<file path="config.mk">
export PLATFORM = sky130hd
export DESIGN_NAME = rca_hot_loop_selector
export DESIGN_NICKNAME = d
export VERILOG_FILES = /design/src/rtl/rca_hot_loop_selector.sv
export SDC_FILE = /design/constraint.sdc
export NUM_CORES = 1
export LEC_CHECK = 0
export ABC_AREA = 1
export CORE_ASPECT_RATIO = 1.25
export CORE_MARGIN = 5
export CORE_UTILIZATION = 25
export DETAILED_ROUTE_END_ITERATION = 12
export GPL_ROUTABILITY_DRIVEN = 0
export SYNTH_ARGS = -nofsm -noshare
export SYNTH_HDL_FRONTEND = slang
export SYNTH_SLANG_ARGS = --single-unit
</file>
<file path="constraint.sdc">
create_clock -name clk -period 2.3 [get_ports clk]
set_input_delay 0.345 -clock clk [delete_from_list [all_inputs] [get_ports clk]]
set_output_delay 0.345 -clock clk [all_outputs]
set_load 0.01 [all_outputs]
</file>
<file path="src/rtl/rca_hot_loop_selector.sv">
// Hardware selector for the RCA profile cache: locks the cache, walks every entry
// over the profiler's request/writeback handshake, and presents the hottest valid entry.
module rca_hot_loop_selector #(
    parameter int NUM_ENTRIES = 8,
    parameter int COUNT_W     = 8,
    parameter int XLEN        = 32
) (
    input  logic                           clk,
    input  logic                           rst,
    input  logic                           profiler_exception,
    output logic                           req_valid,
    input  logic                           req_ready,
    output logic                           req_toggle_lock,
    output logic [$clog2(NUM_ENTRIES)-1:0] req_entry_index,
    output logic [1:0]                     req_field_id,
    input  logic                           rsp_done,
    input  logic [XLEN-1:0]                rsp_data,
    output logic                           rsp_ack,
    output logic                           sel_valid,
    input  logic                           sel_ready,
    output logic                           sel_found,
    output logic [XLEN-1:0]                sel_branch_pc,
    output logic [COUNT_W-1:0]             sel_taken_count,
    output logic                           busy
);

    localparam int IDX_W = $clog2(NUM_ENTRIES);
    localparam logic [IDX_W-1:0] LAST_IDX = IDX_W'(NUM_ENTRIES - 1);

    localparam logic [1:0] FIELD_ADDR  = 2'd0;
    localparam logic [1:0] FIELD_VALID = 2'd1;
    localparam logic [1:0] FIELD_COUNT = 2'd2;

    typedef enum logic [2:0] {
        IDLE,
        LOCK,
        RD_VALID,
        RD_COUNT,
        RD_ADDR,
        UNLOCK,
        PRESENT
    } state_t;

    state_t             state_reg, state_next;
    logic               wait_reg, wait_next;
    logic               pending_reg, pending_next;
    logic [IDX_W-1:0]   index_reg, index_next;
    logic [COUNT_W-1:0] best_count_reg, best_count_next;
    logic [COUNT_W-1:0] cand_reg, cand_next;
    logic [XLEN-1:0]    best_pc_reg, best_pc_next;
    logic               found_reg, found_next;

    logic               in_txn;
    logic               advance;
    logic [COUNT_W-1:0] rsp_count;

    // Every state except IDLE and PRESENT runs exactly one profiler transaction.
    assign in_txn    = (state_reg != IDLE) && (state_reg != PRESENT);
    assign rsp_count = rsp_data[COUNT_W-1:0];

    always_ff @(posedge clk) begin
        if (rst) begin
            state_reg      <= IDLE;
            wait_reg       <= 1'b0;
            pending_reg    <= 1'b0;
            index_reg      <= '0;
            best_count_reg <= '0;
            cand_reg       <= '0;
            best_pc_reg    <= '0;
            found_reg      <= 1'b0;
        end else begin
            state_reg      <= state_next;
            wait_reg       <= wait_next;
            pending_reg    <= pending_next;
            index_reg      <= index_next;
            best_count_reg <= best_count_next;
            cand_reg       <= cand_next;
            best_pc_reg    <= best_pc_next;
            found_reg      <= found_next;
        end
    end

    always_comb begin
        state_next      = state_reg;
        wait_next       = wait_reg;
        pending_next    = pending_reg;
        index_next      = index_reg;
        best_count_next = best_count_reg;
        cand_next       = cand_reg;
        best_pc_next    = best_pc_reg;
        found_next      = found_reg;
        advance         = 1'b0;

        // Exceptions that arrive while a scan is running merge into one rescan.
        if (profiler_exception && (state_reg != IDLE)) begin
            pending_next = 1'b1;
        end

        case (state_reg)
            IDLE: begin
                if (profiler_exception || pending_reg) begin
                    state_next      = LOCK;
                    wait_next       = 1'b0;
                    pending_next    = 1'b0;
                    index_next      = '0;
                    best_count_next = '0;
                    best_pc_next    = '0;
                    found_next      = 1'b0;
                end
            end
            PRESENT: begin
                if (sel_ready) begin
                    state_next = IDLE;
                end
            end
            default: begin
                if (!wait_reg) begin
                    if (req_ready) begin
                        wait_next = 1'b1;
                    end
                end else if (rsp_done) begin
                    wait_next = 1'b0;
                    case (state_reg)
                        LOCK:     state_next = RD_VALID;
                        RD_VALID: begin
                            if (rsp_data[0]) begin
                                state_next = RD_COUNT;
                            end else begin
                                advance = 1'b1;
                            end
                        end
                        RD_COUNT: begin
                            // Strict compare keeps the lowest index on ties.
                            if ((rsp_count > best_count_reg) || !found_reg) begin
                                cand_next  = rsp_count;
                                state_next = RD_ADDR;
                            end else begin
                                advance = 1'b1;
                            end
                        end
                        RD_ADDR: begin
                            best_pc_next    = rsp_data;
                            best_count_next = cand_reg;
                            found_next      = 1'b1;
                            advance         = 1'b1;
                        end
                        UNLOCK:   state_next = PRESENT;
                        default:  state_next = IDLE;
                    endcase
                end
            end
        endcase

        if (advance) begin
            if (index_reg == LAST_IDX) begin
                state_next = UNLOCK;
            end else begin
                index_next = index_reg + IDX_W'(1);
                state_next = RD_VALID;
            end
        end
    end

    always_comb begin
        req_field_id = FIELD_ADDR;
        case (state_reg)
            RD_VALID: req_field_id = FIELD_VALID;
            RD_COUNT: req_field_id = FIELD_COUNT;
            default:  req_field_id = FIELD_ADDR;
        endcase
    end

    assign req_valid       = in_txn && !wait_reg;
    assign req_toggle_lock = ((state_reg == LOCK) || (state_reg == UNLOCK)) && !wait_reg;
    assign req_entry_index = index_reg;
    assign rsp_ack         = in_txn && wait_reg && rsp_done;
    assign sel_valid       = (state_reg == PRESENT);
    assign sel_found       = found_reg;
    assign sel_branch_pc   = best_pc_reg;
    assign sel_taken_count = best_count_reg;
    assign busy            = (state_reg != IDLE);

endmodule
</file>
==> results.toml, run 1 <==
[placed_design]
io_buffers = 88
dpl.hpwl_um = 5660

[timing]
hold_slack_ns = 0.458
fmaxAchievable_mhz = 463
tns_ns = 0
setup_viol_count_final = 0
finalMaxSlewViolations = 0
finalCriticalPeriod_ns = 2.16
final.setup_skew_ns = 0.00689
rsz0062_at_grt = "false"
max_slew_margin_pct = 66.3
final_hold_viol_count = 0
worst_slew_pin_slew_ns = 0.506
fin_crit_sh_pct = 93.9

[critical_path]
cp_slowest_stage_delay_ns = 0.57
timing.rr.start = "sel_taken_count[7]"
crit_start = "state_reg[0]"
path_cells = "nor2_1 -> nand2_2 -> nand2_2 -> nor2_4 -> clkdlybuf4s50_1"
arrival_ns = 1.81
reg2regPathDepth = 11
crit_path_frequent_cell = "nand2_2"
start_kind = "flop"
end_kind = "output pin"
r2r-end = "req_entry_index[0]"
cp_max_fo = 5
worstSetupPathType = "flop to output pin"
crit_slowest_cell = "clkdlybuf4s50_1"
required_ns = 1.96
reg2reg_slack_ns = 0.44
crit_end = "rsp_ack"

[floorplan]
die_w_um = 101
die_area_sq_um = 12500
ios = 89
coreArea_sq_um = 10100
rows = 41
die_h_um = 124
initial_utilization_pct = 25.7

[clocking]
cts_tree = "done"
clock_path_buffers = 2
cts_buffers = 9
clk_latency_ns = 0.32
ctsResizeCount = 0
cts_setup_buffers = 0
hold_buffers = 0
root_buffer = "clkbuf_16"
htreeDepth = 3
clock_sinks = 57
clk_pin_slew_ns = 0.05

[power_and_ir_drop]
p_int_uw = 2180
clock_power_share_pct = 42.6
p_leak_uw = 0.00141
power_density_nw_per_um2 = 795
ir_drop_mv = 0.379
p_sw_share_pct = 29.9
p_switching_uw = 930
pwr-share-seq_pct = 33.7
p_comb_share_pct = 23.7

[synth]
synth_area_sq_um = 2590
synthCells = 340
ys_ff_latch = 57
syn-num-nets = 388
yosysUniqueCellTypes = 26
synth_warnings = 0
seq_area_frac_synth_pct = 44.0
syn_avg_cell_area_sq_um = 7.62

[final_layout]
drive_gt1_share_pct = 12.3
largest_reg_flops = 32
n_antenna_cell = 0
final_common_cell = "clkdlybuf4s50_1"
nNetsFinal = 474
syn2layout_area_growth_pct = 51.0
fillers = 1023
final_cell_mix = "clkdlybuf4s50_1, nand3_1, dfxtp_1, a21oi_1, nand2_1"

[status]
run_status = "finished clean"

[global_routing]
grt_usage_pct = 13.1
grt_first_pass_wirelength_um = 13000
grt_max_degree = 45
grt_overflow_total = 0
antenna_found_initial = 0
grt_pass1_vias = 2589

[drt]
post-route-drc-count = 0
first_iter_violations = 131
vias_per_cell = 4.79
postRouteAntennaNets = 0
vias = 2677
drt_pass1_iterations = 4
wl_um = 8260
wl_per_cell_um = 14.8

[hold_path]
hp-class = "flop to flop"
whs_path_depth = 2

[job]
maxCapViolCount = 0
## power by group through the flow
| stage | Combinational [uW] | Sequential [uW] | Clock, uW |
|---|---|---|---|
| 6_report | 737 | 1050 | 1320 |
| 4_1_cts | 741 | 1050 | 1360 |
| 5_1_grt | 812 | 1050 | 1420 |
| 2_1_floorplan | 459 | 1060 | 0 |
| 3_5_place_dp | 738 | 1070 | 0 |
| 3_3_place_gp | 728 | 1070 | 0 |
## per-layer routing
layer / track usage [%] / wire length, um
met5: 0 / 0
met1: 16.7 / 3680
met4: 4.66 / 124
met2: 21.1 / 3950
met3: 3.75 / 507
## synthesized netlist by cell type
master,n,area share (%)
nor3_1,1,0.19
clkbuf_1,13,1.9
a21o_1,1,0.29
nand3_1,81,16
nand3b_2,1,0.43
nand2_4,2,0.87
nor2_1,23,3.3
dfxtp_1,57,44
a21oi_2,4,1.4
or2_2,1,0.24
clkinv_2,1,0.19
buf_2,8,1.5
o21ai_0,3,0.58
nand2_2,7,1.7
nand2_1,31,4.5
nor2_4,1,0.43
a21oi_1,50,9.7
nand3_2,1,0.39
nand4_1,1,0.24
o21ai_2,1,0.34
nor3_2,3,1.2
inv_2,7,1.0
buf_1,1,0.14
o21ai_1,12,2.3
ha_1,10,4.8
inv_1,19,2.8
## stage by stage
step                      utilization [%]  cells  setup slack (ns)  area [sq um]  total power [uW]
after floorplan                         -    340             0.587          2590              1520
after global placement               35.8    544            0.0520          3620              1800
after detailed placement             35.8    544           0.00758          3620              1810
after CTS                            38.7    559             0.135          3910              3150
after global routing                 38.7    559            0.0275          3910              3280
final                                38.7    559             0.141          3910              3110
## how the worst min path moves through the flow
stage,startpoint,endpoint,slack [ns]
4_1_cts,cand_reg[6],cand_reg[6],0.46
5_1_grt,cand_reg[6],cand_reg[6],0.47
6_report,cand_reg[6],cand_reg[6],0.46
2_1_floorplan,cand_reg[6],cand_reg[6],0.43
3_3_place_gp,cand_reg[6],cand_reg[6],0.44
3_5_place_dp,cand_reg[6],cand_reg[6],0.45
## worst max-delay path, delay by kind of cell (launching register included)
kind / cells / cell delay [ns]
buffers and inverters: 1 / 0.57
and+or+nand+nor: 4 / 0.50
DFF: 1 / 0.43
## kinds of logic (layout without fill, tap and decap cells)
family	count (synthesis)	in the layout	synth area share [%]
and+or+nand+nor	153	153	29.1
AOI/OAI and AO/OA	71	71	14.5
buffers and inverters	49	139	7.53
DFF	57	57	44.0
adders and majority gates	10	10	4.83
## layout make-up
type                    instances  area, sq um  share of cell area [%]
clock inverters                 3         40.0                    1.02
clock buffers                  12          256                    6.55
multi-input cells             234         1260                    32.1
inverters                      27          103                    2.62
flip-flops and latches         57         1140                    29.2
repair buffers                 97          956                    24.4
well taps                     129          161                    4.12
(Power assumes the default switching activity.)
==> run 2, diff against run 1 <==
--- a/config.mk
+++ b/config.mk
@@ -8,9 +8,9 @@
 export ABC_AREA = 1
 export CORE_ASPECT_RATIO = 1.25
 export CORE_MARGIN = 5
-export CORE_UTILIZATION = 25
+export CORE_UTILIZATION = 45
 export DETAILED_ROUTE_END_ITERATION = 12
-export GPL_ROUTABILITY_DRIVEN = 0
+export PLACE_DENSITY = 0.79
 export SYNTH_ARGS = -nofsm -noshare
 export SYNTH_HDL_FRONTEND = slang
 export SYNTH_SLANG_ARGS = --single-unit
==> run 2 against run 1 <==
Net effect:
- clock skew decreased by 0.0011 ns
- global-route usage increased by 6.7 points
- clock-buffer cell count shrank 1
- largest cell class unchanged
- largest power group is now sequential cells
- power is 9.2% lower
- first-iteration DRC count up 30%
- sequential power about the same
==> results.toml, run 2 (synthesized netlist as in run 1, its figures left out) <==
[clocking]
root_buffer = "clkbuf_8"
clk_pin_slew_ns = 0.06
cts_tree = "done"
hold_buffers = 0
cts_setup_buffers = 0
htreeDepth = 3
ctsResizeCount = 0
clock_sinks = 57
clock_path_buffers = 2
cts_buffers = 9
clk_latency_ns = 0.33

[drt]
wl_per_cell_um = 14.9
first_iter_violations = 170
wl_um = 7380
post-route-drc-count = 0
vias = 2649
drt_pass1_iterations = 4
postRouteAntennaNets = 0
vias_per_cell = 5.33

[power_and_ir_drop]
clock_power_share_pct = 36.7
p_leak_uw = 0.00138
p_switching_uw = 861
ir_drop_mv = 0.431
p_int_uw = 1960
power_density_nw_per_um2 = 749
p_sw_share_pct = 30.5
pwr-share-seq_pct = 37.1
p_comb_share_pct = 26.2

[floorplan]
die_h_um = 94.9
die_area_sq_um = 7390
initial_utilization_pct = 45.5
die_w_um = 77.9
coreArea_sq_um = 5700
rows = 31
ios = 89

[global_routing]
grt_overflow_total = 0
grt_first_pass_wirelength_um = 11800
grt_max_degree = 45
antenna_found_initial = 0
grt_usage_pct = 19.8
grt_pass1_vias = 2585

[job]
maxCapViolCount = 0

[hold_path]
hp-class = "input port to flop"

[timing]
worst_slew_pin_slew_ns = 0.445
worst_slack_ns = 0.104
fmaxAchievable_mhz = 455
rsz0062_at_grt = "false"
max_slew_margin_pct = 70.3
fin_crit_sh_pct = 95.5
finalMaxSlewViolations = 0
tns_ns = 0
setup_viol_count_final = 0
finalCriticalPeriod_ns = 2.20
final.setup_skew_ns = 0.00582
final_hold_viol_count = 0

[status]
run_status = "finished clean"

[final_layout]
n_antenna_cell = 0
final_cell_mix = "clkdlybuf4s50_1, nand3_1, dfxtp_1, a21oi_1, nand2_1"
final_cells = 497
nNetsFinal = 476
syn2layout_area_growth_pct = 45.4
drive_gt1_share_pct = 12.8
largest_reg_flops = 32
final_common_cell = "clkdlybuf4s50_1"

[critical_path]
start_kind = "flop"
arrival_ns = 1.85
required_ns = 1.96
end_kind = "output pin"
worstSetupPathType = "flop to output pin"
cp_max_fo = 5

[placed_design]
dpl.hpwl_um = 5130
placedCellCount = 483
pre_cts_slack_ns = 0.0677
io_buffers = 88
gp_congestion = 0.871
[run 2: changes by cell type in the layout (fill, tap and decap cells not counted)]
cell / before / now
clkbuf_1: 1 / 0
bufinv_16: 1 / 2
clkbuf_16: 9 / 0
clkbuf_8: 2 / 11
clkinv_2: 3 / 2
buf_4: 8 / 10
[run 2: critical path, stage by stage, from the launching register on]
cell and delay, ns:
dfxtp_1 0.44, nor2_1 0.10, nand2_2 0.13, nand2_2 0.11, nor2_4 0.18, clkdlybuf4s50_1 0.57
[run 2: worst paths after layout]
kind,startpoint,end,slack (ns),cells past startpoint
worst max register to register,sel_taken_count[3],req_entry_index[2],0.45,12
worst min-delay path,rst,sel_branch_pc[22],0.43,2
worst min register to register,cand_reg[6],cand_reg[6],0.45,2
worst max-delay path,state_reg[0],rsp_ack,0.10,5
[run 2: stage by stage]
step                      hold WS [ns]  total power (uW)  instance area [sq um]  util [%]
after floorplan                  0.425              1520                   2590         -
after global placement           0.437              1790                   3550      62.3
after detailed placement         0.441              1800                   3550      62.3
after CTS                        0.417              2840                   3770      66.1
after global routing             0.445              2950                   3770      66.1
final                            0.427              2820                   3770      66.1
[run 2: power groups by stage]
| stage | clock network (uW) | registers, uW | logic (uW) |
|---|---|---|---|
| after global routing | 1100 | 1050 | 807 |
| final | 1040 | 1050 | 740 |
| after global placement | 0 | 1070 | 727 |
| after floorplan | 0 | 1060 | 459 |
| after CTS | 1050 | 1050 | 744 |
| after detailed placement | 0 | 1070 | 735 |
[run 2: layout make-up]
type	count	area (sq um)
flip-flops and latches	57	1140
clock inverters	3	65.1
fillers	498	1930
well taps	66	82.6
inverters	27	103
multi-input cells	234	1260
clock buffers	11	151
repair buffers	99	971
[run 2: metal layers]
metal | routed length [um] | up-vias | global-route usage, % | part of all wire [%]
li1 | - | 1325 | - | -
met1 | 3150 | 1220 | 23.2 | 43
met2 | 3660 | 86 | 33.7 | 50
met3 | 405 | 18 | 5.73 | 5.5
met4 | 170 | 0 | 7.89 | 2.3
met5 | 0 | - | 0 | 0
==> run 3, diff against run 2 <==
--- a/config.mk
+++ b/config.mk
@@ -8,9 +8,11 @@
 export ABC_AREA = 1
 export CORE_ASPECT_RATIO = 1.25
 export CORE_MARGIN = 5
-export CORE_UTILIZATION = 45
+export CORE_UTILIZATION = 49
 export DETAILED_ROUTE_END_ITERATION = 12
-export PLACE_DENSITY = 0.79
+export GPL_TIMING_DRIVEN = 1
+export PLACE_DENSITY = 0.86
+export RECOVER_POWER = 50
 export SYNTH_ARGS = -nofsm -noshare
 export SYNTH_HDL_FRONTEND = slang
 export SYNTH_SLANG_ARGS = --single-unit
==> constraint.sdc (replaced) <==
create_clock -name clk -period 2.7 [get_ports clk]
set_input_delay 0.405 -clock clk [delete_from_list [all_inputs] [get_ports clk]]
set_output_delay 0.405 -clock clk [all_outputs]
set_load 0.01 [all_outputs]
==> run 3 against run 2 <==
Net effect:
- clock power fell by 16%
- sequential cell count did not move
- final cell count fell by 1.2%
- routed wire length rose by 0.12%
- worst hold slack improved by 0.036 ns
- clock skew rose by 0.0026 ns
- highest routed layer unchanged
==> results.toml, run 3 (synthesized netlist as in run 1, its figures left out) <==
[drt]
vias_per_cell = 5.50
postRouteAntennaNets = 0
post-route-drc-count = 0
wl_per_cell_um = 15.1
drt_pass1_iterations = 5
first_iter_violations = 217
vias = 2699
wl_um = 7390

[final_layout]
syn2layout_area_growth_pct = 43.4
drive_gt1_share_pct = 11.9
largest_reg_flops = 32
nNetsFinal = 472
final_cells = 491
n_antenna_cell = 0
fillers = 415
final_cell_mix = "nand3_1, dfxtp_1, a21oi_1, dlygate4sd3_1, clkdlybuf4s50_1"
final_common_cell = "nand3_1"

[timing]
worst_slew_pin_slew_ns = 0.892
fmaxAchievable_mhz = 429
hold_slack_ns = 0.462
setup_viol_count_final = 0
finalCriticalPeriod_ns = 2.33
final_hold_viol_count = 0
final.setup_skew_ns = 0.00845
rsz0062_at_grt = "false"
tns_ns = 0
finalMaxSlewViolations = 0
fin_crit_sh_pct = 86.4
max_slew_margin_pct = 40.5

[floorplan]
ios = 89
die_w_um = 75.1
rows = 29
die_h_um = 91.3
die_area_sq_um = 6850
coreArea_sq_um = 5120
initial_utilization_pct = 50.7

[critical_path]
cp_max_fo = 5
crit_end = "rsp_ack"
start_kind = "flop"
cp_slowest_stage_delay_ns = 0.57
timing.rr.start = "state_reg[0]"
end_kind = "output pin"
crit_slowest_cell = "clkdlybuf4s50_1"
r2r-end = "sel_branch_pc[3]"
path_cells = "nor2_1 -> nand2_1 -> nand2_2 -> nor2_4 -> clkdlybuf4s50_1"
reg2reg_slack_ns = 0.73
crit_start = "state_reg[0]"
required_ns = 2.30
worstSetupPathType = "flop to output pin"
reg2regPathDepth = 7
arrival_ns = 1.93

[placed_design]
placedCellCount = 475
dpl.hpwl_um = 5060
gp_congestion = 0.862
io_buffers = 88

[power_and_ir_drop]
p_comb_share_pct = 25.5
p_leak_uw = 0.00151
ir_drop_mv = 0.488
clock_power_share_pct = 36.8
p_int_uw = 1610
pwr-share-seq_pct = 37.7
p_switching_uw = 757
p_sw_share_pct = 32.0
power_density_nw_per_um2 = 636

[global_routing]
grt_overflow_total = 0
grt_max_degree = 45
grt_first_pass_wirelength_um = 12000
grt_pass1_vias = 2594
grt_usage_pct = 22.5
antenna_found_initial = 0

[clocking]
clock_sinks = 57
htreeDepth = 3
clk_pin_slew_ns = 0.07
ctsResizeCount = 0
clk_latency_ns = 0.34
root_buffer = "clkbuf_8"
cts_setup_buffers = 0
cts_tree = "done"
cts_buffers = 9
clock_path_buffers = 2
hold_buffers = 0

[status]
run_status = "finished clean"

[job]
maxCapViolCount = 0

[hold_path]
whs_path_depth = 2
hp-class = "flop to flop"
run 3: cell type report:
type                            instances  area [sq um]  area share (%)
Clock buffer                            9           124            3.33
Clock inverter                          7          95.1            2.56
Inverter                               27           103            2.76
Multi-Input combinational cell        234          1250            33.7
Sequential cell                        57          1140            30.7
Tap cell                               62          77.6            2.09
Timing Repair Buffer                   95           925            24.9
run 3: layer usage:
layer	share of wire, %	track usage (%)	up-vias
met4	2.9	12.2	0
met1	43	28.5	1265
li1	-	-	1325
met2	49	35.9	93
met3	5.8	3.43	16
met5	0	0	-
run 3: per-stage QoR:
step	worst slack [ns]	power (uW)	utilization [%]	cell area, sq um
final	0.368	2360	72.7	3720
after global routing	0.276	2480	72.7	3720
after CTS	0.434	2380	72.8	3720
after detailed placement	0.321	1510	68.5	3510
after global placement	0.317	1500	68.5	3510
after floorplan	0.987	1300	-	2590
run 3: how the worst min path moves through the flow:
stage,end,slack (ns),from
floorplan,cand_reg[6],0.43,cand_reg[6]
global placement,cand_reg[6],0.44,cand_reg[6]
detailed placement,cand_reg[6],0.45,cand_reg[6]
CTS,sel_branch_pc[25],0.46,rst
global route,sel_branch_pc[24],0.49,rst
finish,cand_reg[6],0.46,cand_reg[6]
run 3: worst max-delay path: cells and delay by family (launching register included):
kind / cells / cell delay (ns)
flops: 1 / 0.45
buf+inv: 1 / 0.57
simple gates: 4 / 0.57
run 3: power by group through the flow:
stage	combinational, uW	clock (uW)	sequential (uW)
finish	602	870	891
CTS	608	883	890
detailed placement	602	0	909
floorplan	391	0	906
global route	657	927	894
global placement	591	0	908
